File: config.mk
export PLATFORM = sky130hd
export DESIGN_NAME = multicore_dram_arbiter
export DESIGN_NICKNAME = d
export VERILOG_FILES = /design/src/rtl/multicore_dram_arbiter.sv
export SDC_FILE = /design/constraint.sdc
export NUM_CORES = 1
export LEC_CHECK = 0
export ABC_AREA = 0
export BUFFER_PORTS_ARGS = -buffer_cell sky130_fd_sc_hd__buf_2
export CORE_UTILIZATION = 27
export DETAILED_ROUTE_END_ITERATION = 6
export PLACE_DENSITY = 0.79
export SYNTH_ARGS = -nofsm -noshare
export SYNTH_HDL_FRONTEND = slang
export SYNTH_SLANG_ARGS = --single-unit
File: constraint.sdc
create_clock -name i_clk -period 1.6 [get_ports i_clk]
set_clock_uncertainty 0.2 [all_clocks]
set_input_delay 0.32 -clock i_clk [delete_from_list [all_inputs] [get_ports i_clk]]
set_output_delay 0.32 -clock i_clk [all_outputs]
set_load 0.02 [all_outputs]
File: src/rtl/multicore_dram_arbiter.sv
// Round-robin arbiter sharing one DRAM port among N_CORES cores, with a read-tag
// pipeline that routes returning data and a run FSM that tracks core activity.
module multicore_dram_arbiter #(
  parameter int N_CORES = 2,
  parameter int ADDR_W  = 16,
  parameter int DATA_W  = 8,
  parameter int RD_LAT  = 1
) (
  input  logic                        i_clk,
  input  logic                        i_rst_n,
  input  logic                        i_start,
  output logic                        o_busy,
  output logic [N_CORES-1:0]          o_core_start,
  input  logic [N_CORES-1:0]          i_core_busy,
  input  logic [N_CORES-1:0]          i_core_read,
  input  logic [N_CORES-1:0]          i_core_write,
  input  logic [N_CORES*ADDR_W-1:0]   i_core_addr,
  input  logic [N_CORES*DATA_W-1:0]   i_core_wdata,
  output logic [N_CORES-1:0]          o_core_grant,
  output logic [N_CORES-1:0]          o_core_rvalid,
  output logic [DATA_W-1:0]           o_core_rdata,
  output logic [ADDR_W-1:0]           o_dram_addr,
  output logic [DATA_W-1:0]           o_dram_wdata,
  output logic                        o_dram_read,
  output logic                        o_dram_write,
  input  logic [DATA_W-1:0]           i_dram_rdata
);

  localparam int PTR_W   = (N_CORES > 1) ? $clog2(N_CORES) : 1;
  localparam int REQ_PAD = 1 << PTR_W;

  typedef enum logic [1:0] {IDLE, START, RUN, DRAIN} state_t;

  state_t                          r_state;
  logic                            r_busy;
  logic [N_CORES-1:0]              r_coreStart;
  logic [PTR_W-1:0]                r_ptr;
  logic [RD_LAT-1:0]               r_tagValid;
  logic [RD_LAT-1:0][PTR_W-1:0]    r_tagIdx;

  logic [N_CORES-1:0]              w_req;
  logic [REQ_PAD-1:0]              w_reqPad;
  logic                            w_grantValid;
  logic [PTR_W-1:0]                w_grantIdx;
  logic [PTR_W-1:0]                w_ptrNext;
  logic [N_CORES-1:0]              w_grantOneHot;
  logic [N_CORES-1:0]              w_rvalidOneHot;
  logic [ADDR_W-1:0]               w_dramAddr;
  logic [DATA_W-1:0]               w_dramWdata;
  logic                            w_grantRead;
  logic                            w_grantWrite;
  logic                            w_outstanding;

  assign w_req = i_core_read | i_core_write;

  // Walk candidates from the pointer, wrapping at N_CORES-1; grants are masked in reset.
  always_comb begin
    logic [PTR_W-1:0] cand;
    w_reqPad               = '0;
    w_reqPad[N_CORES-1:0]  = w_req;
    w_grantValid           = 1'b0;
    w_grantIdx             = '0;
    cand                   = r_ptr;
    for (int i = 0; i < N_CORES; i++) begin
      if (!w_grantValid && w_reqPad[cand]) begin
        w_grantValid = 1'b1;
        w_grantIdx   = cand;
      end
      cand = (cand == PTR_W'(N_CORES - 1)) ? '0 : cand + PTR_W'(1);
    end
    if (!i_rst_n) w_grantValid = 1'b0;
  end

  // Read+write together from one core is issued as a write only.
  always_comb begin
    w_grantOneHot = '0;
    w_dramAddr    = '0;
    w_dramWdata   = '0;
    w_grantRead   = 1'b0;
    w_grantWrite  = 1'b0;
    for (int k = 0; k < N_CORES; k++) begin
      if (w_grantValid && (w_grantIdx == PTR_W'(k))) begin
        w_grantOneHot[k] = 1'b1;
        w_dramAddr       = i_core_addr[k*ADDR_W +: ADDR_W];
        w_dramWdata      = i_core_wdata[k*DATA_W +: DATA_W];
        w_grantWrite     = i_core_write[k];
        w_grantRead      = i_core_read[k] & ~i_core_write[k];
      end
    end
  end

  always_comb begin
    w_rvalidOneHot = '0;
    for (int k = 0; k < N_CORES; k++) begin
      w_rvalidOneHot[k] = r_tagValid[RD_LAT-1] && (r_tagIdx[RD_LAT-1] == PTR_W'(k));
    end
  end

  assign w_ptrNext     = (w_grantIdx == PTR_W'(N_CORES - 1)) ? '0 : w_grantIdx + PTR_W'(1);
  assign w_outstanding = (|r_tagValid) | w_grantRead;

  always_ff @(posedge i_clk or negedge i_rst_n) begin
    if (!i_rst_n) begin
      r_ptr      <= '0;
      r_tagValid <= '0;
      r_tagIdx   <= '0;
    end else begin
      if (w_grantValid) r_ptr <= w_ptrNext;
      r_tagValid[0] <= w_grantRead;
      r_tagIdx[0]   <= w_grantIdx;
      for (int i = 1; i < RD_LAT; i++) begin
        r_tagValid[i] <= r_tagValid[i-1];
        r_tagIdx[i]   <= r_tagIdx[i-1];
      end
    end
  end

  // Busy is held through DRAIN until every issued read has returned.
  always_ff @(posedge i_clk or negedge i_rst_n) begin
    if (!i_rst_n) begin
      r_state     <= IDLE;
      r_busy      <= 1'b0;
      r_coreStart <= '0;
    end else begin
      case (r_state)
        IDLE: begin
          r_coreStart <= '0;
          if (i_start) begin
            r_state     <= START;
            r_busy      <= 1'b1;
            r_coreStart <= '1;
          end
        end
        START: begin
          r_state     <= RUN;
          r_coreStart <= '0;
        end
        RUN: begin
          if (i_core_busy == '0) r_state <= DRAIN;
        end
        DRAIN: begin
          if (|i_core_busy) begin
            r_state <= RUN;
          end else if (!w_outstanding) begin
            r_state <= IDLE;
            r_busy  <= 1'b0;
          end
        end
        default: begin
          r_state     <= IDLE;
          r_busy      <= 1'b0;
          r_coreStart <= '0;
        end
      endcase
    end
  end

  assign o_busy        = r_busy;
  assign o_core_start  = r_coreStart;
  assign o_core_grant  = w_grantOneHot;
  assign o_core_rvalid = w_rvalidOneHot;
  assign o_core_rdata  = i_dram_rdata;
  assign o_dram_addr   = w_dramAddr;
  assign o_dram_wdata  = w_dramWdata;
  assign o_dram_read   = w_grantRead;
  assign o_dram_write  = w_grantWrite;

endmodule

; After elaboration in Yosys (flattened, before gate mapping)
; Cells that the tools add are included.
[word_totals]
regBits = 8
input_bits = 65
output_inout_bits = 41
elab_cells = 71
[classes]
addsub = 2
n_lt_le_gt_ge = 2
n_eq_ne = 8
mux = 32
bitwise = 8
reduce_logical = 13
[op_table]
columns = op, count
row1 = $mux W16, 2
row2 = $mux W1, 20
row3 = $mux W8, 2
row4 = $mux W2, 5
row5 = $ne A2 B2 Y1 const B, 4
row6 = $pmux W2 S4, 1
row7 = $logic_and A1 B1 Y1, 5
row8 = $eq A2 B2 Y1 const B, 2
row9 = $logic_not A2 Y1, 2
row10 = $lt A1 B2 Y1 const B, 2
row11 = $not A1 Y1, 4
row12 = $pmux W2 S2, 1
row13 = $reduce_and A4 Y1, 1
row14 = $reduce_bool A2 Y1, 2
row15 = $ne A3 B3 Y1 const B, 1
row16 = $reduce_and A3 Y1, 1
row17 = $add A1 B1 Y1 const B, 2
row18 = $and A1 B1 Y1, 2
row19 = $eq A2 B1 Y1 const B, 1
row20 = $or A2 B2 Y2, 1
row21 = $pmux W1 S2, 1
row22 = $reduce_or A2 Y1, 1
row23 = $logic_not A1 Y1, 1
row24 = $or A1 B1 Y1, 1

; Depth between registers and ports, before layout
; Gate-level depths: netlist (run 1).
[depth]
depth_word = 15
ltp_mapped = 4
ltp_nobuf = 3

; Worst setup path after synthesis (run 1)
; No wires, ideal clock.
[synth_timing]
kind = input port to output port
from = input i_core_read[1]
to = output o_dram_addr[10]
arrival_time_ns = 1.220
t_required_ns = 1.080
setup_slack_ns = -0.140
path_stages = 4
path_buffers = 1
path_cell_list = or2_4 a21oi_4 buf_6 a22o_1
[synth_via]
elab_chain_len = 11
elab_cells_between_ends = 17
cone_classes = 11 x mux / 2 x bitwise / 4 x reduce/logical
[synth_lines]
columns = element, line_no
row1 = "start, declared", 15  ; input logic [N_CORES-1:0] i_core_read,
row2 = $or A2 B2 Y2 (*), 54  ; assign w_req = i_core_read | i_core_write;
row3 = $mux W1 (implied by the code) (2 in a row), 65  ; if (!w_grantValid && w_reqPad[cand]) begin
row4 = $mux W1, 65
row5 = $logic_not A1 Y1, 65
row6 = $logic_and A1 B1 Y1, 65
row7 = $mux W1, 65
row8 = $mux W1 / $not A1 Y1 (equally long branches), "71, 82"
row9 = $logic_and A1 B1 Y1, 82  ; if (w_grantValid && (w_grantIdx == PTR_W'(k))) begin
row10 = $mux W16, 82
row11 = $mux W16 (*), 82
row12 = "end, declared", 22  ; output logic [ADDR_W-1:0] o_dram_addr,
; Mark *: on every way between the ends. The rest lies on a longest branch, timed or not. The select of a mux whose other input is x is not followed.

; Worst setup path in the final report (run 1)
[layout_timing]
from = register r_ptr
to = output o_dram_write
[layout_via]
elab_chain_len = 10
elab_cells_between_ends = 18
cone_classes = 1 x add/sub / 12 x mux / 1 x bitwise / 4 x reduce/logical
[layout_lines]
columns = element, line_no
row1 = "start, declared", 37  ; logic [PTR_W-1:0] r_ptr;
row2 = "start signal, assigned", 108  ; if (w_grantValid) r_ptr <= w_ptrNext;
row3 = $add A1 B1 Y1 / $mux W1 (equally long branches), "69, 65"
row4 = "$mux W1, on equally long branches", "69, 65"
row5 = $mux W1 (implied by the code), 65
row6 = $mux W1 (implied by the code) / $logic_not A1 Y1 (equally long branches), 65
row7 = $logic_and A1 B1 Y1, 65
row8 = $mux W1, 65
row9 = $mux W1 / $not A1 Y1 (equally long branches), "71, 82"
row10 = $logic_and A1 B1 Y1, 82
row11 = $mux W1, 82
row12 = $mux W1 (*), 82
row13 = "end, declared", 25  ; output logic o_dram_write,
; Marks and branches as above.

==> results of run 1 <==
## final timing paths
kind / end / depth (start not counted) / from
max: o_dram_write / 5 / r_ptr$_DFFE_PN0P_
min: o_core_start[0]$_DFFE_PN0P_ / 2 / i_start
max reg2reg: o_busy$_DFFE_PN0P_ / 5 / r_ptr$_DFFE_PN0P_
min reg2reg: o_core_start[0]$_DFFE_PN0P_ / 1 / o_core_start[0]$_DFFE_PN0P_
max in group asynchronous: r_state[0]$_DFFE_PN0P_ / 3 / i_rst_n
min in group asynchronous: r_tagValid$_DFF_PN0_ / 3 / i_rst_n
## cell usage after synthesis (all sizes together)
library cell	instances
nor2b	1
buf	13
and4bb	1
a2111oi	1
a21oi	5
and4b	1
nor3b	1
a21boi	1
and2	1
and2b	2
dfrtp	7
or2	1
a22o	26
o21ba	1
nor2	3
o21ai	3
a211o	1
nand2b	1
nand2	1
## timing repair
item	in CTS	in global routing
pin swaps	0	1
hold endpoints to repair	7	0
gates cloned	1	1
resized for setup	24	17
hold buffers	2	0
endpoints found under the setup margin	28	29
## worst reg2reg max path, stage by stage (launching register included)
cell and delay [ns]:
dfrtp_1 0.37, buf_4 0.17, a21boi_4 0.06, buf_4 0.14, a2111oi_4 0.33, a21oi_1 0.13
## cells in the final DEF, fill, tap and decap left out, types with 3 or more instances in the layout
master    netlist  layout
buf_6           4      16
buf_4           9      14
a22o_2          4       4
buf_2           0      69
dfrtp_1         7       7
a22o_1         22       3
clkbuf_4        0       3
a21oi_1         4       4
a22o_4          0      19
## per-layer routing
layer | wire, um | vias to the layer above | track usage, % | share of wire (%)
met5 | 0 | - | 0 | 0
met4 | 21 | 0 | 8.547 | 0.69
met3 | 211 | 2 | 1.695 | 7.0
met2 | 1676 | 52 | 35.60 | 55
met1 | 1124 | 467 | 20.20 | 37
li1 | - | 468 | - | -
## flip-flops by register name, summed over array words and instances, names as in the netlist
signal and cells:
o_busy 1, r_tagValid 1, r_state 2, r_ptr 1, o_core_start 1, r_tagIdx 1
## area by class of cell
class                      instances  area, um2  area share [%]
tap                               30      37.54           2.318
timing repair buffer             106      758.2           46.83
clock buffer                       3      22.52           1.391
clock inverter                     1      5.005          0.3091
sequential                         7      175.2           10.82
multi-input combinational         51      620.6           38.33
## power breakdown
part	internal, uW	leakage (uW)	switching [uW]
logic	438	0.000781	409
clock network	91.9	0.0000177	75.8
registers	228	0.0000839	34.6
total	757	0.000883	519
## metrics by stage
| step | worst slack [ns] | hold slack, ns |
|---|---|---|
| global placement | -0.2474 | 0.03675 |
| CTS | -0.4613 | 0.1006 |
| detailed placement | -0.2787 | 0.04329 |
| finish | -0.4424 | 0.1095 |
| global route | -0.5065 | 0.1073 |
| floorplan | -0.07598 | -0.1756 |
## logic make-up (layout without fill, tap and decap cells)
group,count (synthesis),in the layout
compound gates,38,38
simple gates,13,13
buf+inv,13,110
flops,7,7
==> results.toml, run 1 <==
[floorplan]
die_y_um = 54.02
rows = 18
core_area_um2 = 2522
die-width_um = 54.02
start_util_pct = 28.97
ios = 106
die_area_um2 = 2918

[sta]
worst_pin_slew_ns = 0.3537
slew_violations = 0
finalSetupViolations = 28
min_period_ns = 2.042
fin_ws_ns = -0.4424
fin_setup_tns_ns = -11.26
post-route-period-util_pct = 127.6
maxSlewHeadroom_pct = 76.37
max_freq_ghz = 0.4896
grt_setup_unrepaired = "true"
hold_viol_final = 0

[place]
hpwl_um = 2248
place_congestion = 0.7480
place_area_um2 = 1390
numPortBuffers = 89
place_inst = 190

[detailed_routing]
wl_um = 3033
wl_per_cell_um = 15.32
drc = 0
avgViaCountPerCell = 4.995
vias = 989
first_pass_iters = 4
antenna_left = 0
drt_iter0_markers = 9

[synth]
yosysWarnings = 0
synth_xor_area_share_pct = 0
synth.avg_cell_area_um2 = 10.29
synth_top_area_cell = "a22o_1"
yosysUniqueCellTypes = 24
syn_area_um2 = 730.7
synthMuxAreaShare_pct = 0
synth_area_leaders = "a22o_1 26%, dfrtp_1 24%, buf_4 9.2%"
synth_compound_area_share_pct = 47.09
netlist.area_leader.share_pct = 26.37
ys_seq_area_share_pct = 23.97
synthAdderAreaFrac_pct = 0
synth_top_family_by_area = "compound AO/OA/AOI/OAI gates"
synth-seq-cells = 7
synthSimpleGateAreaFrac_pct = 13.53
synthCells = 71
syn-num-nets = 136

[clock_network]
cts_buffers = 3
cts_tree = "yes"
cts_buffer_depth = 2
clkLatencyLatePin_ns = 0.26
root_buffer = "clkbuf_4"
post_cts_buffers = 0
cts-htree-levels = 1
path_clk_slew_ns = 0.06
cts_num_sinks = 7

[finish]
syn2layout_area_growth_pct = 121.6
stdcell_area_um2 = 1619
final_cells = 198
num-nets-final = 234
drive_gt1_share_pct = 82.14
final_util_pct = 64.19
fill_cells = 211
antenna_cells = 0

[critical_path]
critPathTopFamily = "compound AO/OA/AOI/OAI gates"
end_kind = "primary output"
path_cells = "o21ba_4, nor2_4, buf_16, a22o_1, buf_2"
cp.arrival_ns = 1.52
startpoint_type = "flop"
r2r_slack_ns = 0.08
cp_max_fo = 13
slowest_stage = "dfrtp_1"
worstPathRequired_ns = 1.08
max_stage_delay_ns = 0.40
critPathBufInv = 2
criticalPathCategory = "reg -> out"

[power]
ir_drop_uv = 746.9
power.leakage_uw = 0.0008829
power_uw = 1277
cellPowerDensity_nw_per_um2 = 788.5

[global_routing]
grt_pass1_vias = 865
grt.total_usage_pct = 18.59
grt_max_degree = 27
grt-ovfl-total = 0
grt_pass1_wl_um = 3857
antenna_found_initial = 0

[min_path]
hold_class = "in -> reg"

[job]
cap_violations = 0

[outcome]
violations = "setup timing"
status = "finished with violations"
Power figures use the tool's default switching activity.
==> run 2: changes to the inputs <==
- RECOVER_POWER: default -> 100
- SKIP_LAST_GASP: default -> 1
==> results.toml, run 2 (synthesis results as in run 1) <==
[outcome]
status = "finished with violations"
violations = "setup timing"

[critical_path]
r2r_slack_ns = 0.10
cp_max_fo = 13
crit_start = "r_ptr$_DFFE_PN0P_"
reg2reg_depth = 5
criticalPathCategory = "reg -> out"
worstPathRequired_ns = 1.08
cp.arrival_ns = 1.52
endpoint = "o_dram_wdata[2]"
startpoint_type = "flop"
rr_startpoint = "r_ptr$_DFFE_PN0P_"
end_kind = "primary output"
r2r_end = "o_busy$_DFFE_PN0P_"

[min_path]
hold_class = "in -> reg"

[power]
pwr-share-clk_pct = 14.1
netSwitchingPower_uw = 506.2
internal-power_uw = 690.6
power.leakage_uw = 0.0008304
pwr-share-seq_pct = 21.9
ir_drop_uv = 742.7
cellPowerDensity_nw_per_um2 = 796.4
power.share.switching_pct = 42.30
combPwrFrac_pct = 64.0

[sta]
finalSetupViolations = 28
hold_viol_final = 0
min_period_ns = 2.045
fin_ws_ns = -0.4447
post-route-period-util_pct = 127.8
maxSlewHeadroom_pct = 76.41
max_freq_ghz = 0.4891
holdWs_ns = 0.1073
fin_setup_tns_ns = -11.47
grt_setup_unrepaired = "true"
slew_violations = 0
worst_pin_slew_ns = 0.3531

[finish]
num-nets-final = 234
antenna_cells = 0
regArea_um2 = 175.2
multi_input_area_um2 = 620.6
drive_gt1_share_pct = 76.79
top_register = "r_state"
final_common_cell = "buf_2"
mostFrequentLayoutCells = "75 x buf_2, 19 x a22o_4, 16 x buf_4"
largest_register_ffs = 2
syn2layout_area_growth_pct = 105.7
fill_cells = 236

[floorplan]
die_area_um2 = 2918
start_util_pct = 28.97
die-width_um = 54.02
rows = 18
die_y_um = 54.02
ios = 106
core_area_um2 = 2522

[detailed_routing]
antenna_left = 0
first_pass_iters = 4
drt_iter0_markers = 9
vias = 973
wl_per_cell_um = 14.77
wl_um = 2924
avgViaCountPerCell = 4.914
drc = 0

[clock_network]
clkLatencyLatePin_ns = 0.26
root_buffer = "clkbuf_4"
cts_num_sinks = 7
cts-htree-levels = 1
cts_tree = "yes"
cts_buffer_depth = 2
path_clk_slew_ns = 0.06
cts_buffers = 3

[job]
cap_violations = 0

[global_routing]
grt_max_degree = 27
grt_pass1_vias = 853
grt-ovfl-total = 0
grt_pass1_wl_um = 3732
antenna_found_initial = 0
grt.total_usage_pct = 17.90

[place]
numPortBuffers = 89
place_congestion = 0.7480
dp_slack_ns = -0.2787
hpwl_um = 2248
-- run 2: cell types whose count changed in the layout (fill, tap and decap cells not counted), sizes merged --
cell / before / now
buf: 103 / 94
clkbuf: 4 / 13
-- run 2: worst min-delay path by stage --
stage / startpoint / endpoint / slack [ns] / cells past startpoint
floorplan: i_rst_n / o_busy$_DFFE_PN0P_ / -0.18 / 0
global placement: i_rst_n / r_ptr$_DFFE_PN0P_ / 0.04 / 2
detailed placement: i_rst_n / r_ptr$_DFFE_PN0P_ / 0.04 / 2
CTS: i_start / o_core_start[0]$_DFFE_PN0P_ / 0.10 / 2
global route: i_start / o_core_start[0]$_DFFE_PN0P_ / 0.11 / 2
finish: i_start / o_core_start[0]$_DFFE_PN0P_ / 0.11 / 2
-- run 2: cell type report --
cell class                 count  share of cell area, %
clock buffer                   3                  1.499
clock inverter                 1                 0.3331
timing repair buffer         106                  42.71
tap                           30                  2.498
multi-input combinational     51                  41.30
sequential                     7                  11.66
-- run 2: metrics by stage --
step                      instances  instance area [um2]  total power, uW  utilization (%)
after floorplan                  71                904.6            771.5                -
after global placement          190                 1390            962.2            55.11
after detailed placement        190                 1390            990.1            55.11
after CTS                       197                 1481             1197            58.73
after global routing            198                 1503             1278            59.57
final                           198                 1503             1197            59.57
-- run 2: timing repair --
action | CTS | global route
hold buffers | 2 | 0
resized for setup | 5 | 6
setup buffers | 0 | 0
gates cloned | 1 | 1
hold endpoints to repair | 7 | 0
setup endpoints to repair | 28 | 29
pin swaps | 0 | 1
-- run 2: power by group through the flow --
stage	combinational (uW)	clock (uW)	sequential [uW]
finish	765	169	262
global route	820	188	270
CTS	759	176	263
detailed placement	725	0	265
global placement	704	0	259
floorplan	481	0	290
-- run 2: critical path, cell delays in order, from the launching register on --
cell and delay, ns:
dfrtp_1 0.39, o21ba_4 0.24, nor2_4 0.05, buf_12 0.16, a22o_2 0.26, buf_4 0.15
-- run 2: routing by layer --
layer / up-vias / track usage (%) / routed length (um) / part of all wire [%]
met5: - / 0 / 0 / 0
met4: 0 / 8.547 / 21 / 0.72
met3: 2 / 1.695 / 223 / 7.6
met2: 54 / 33.54 / 1593 / 54
met1: 450 / 19.87 / 1085 / 37
li1: 467 / - / - / -
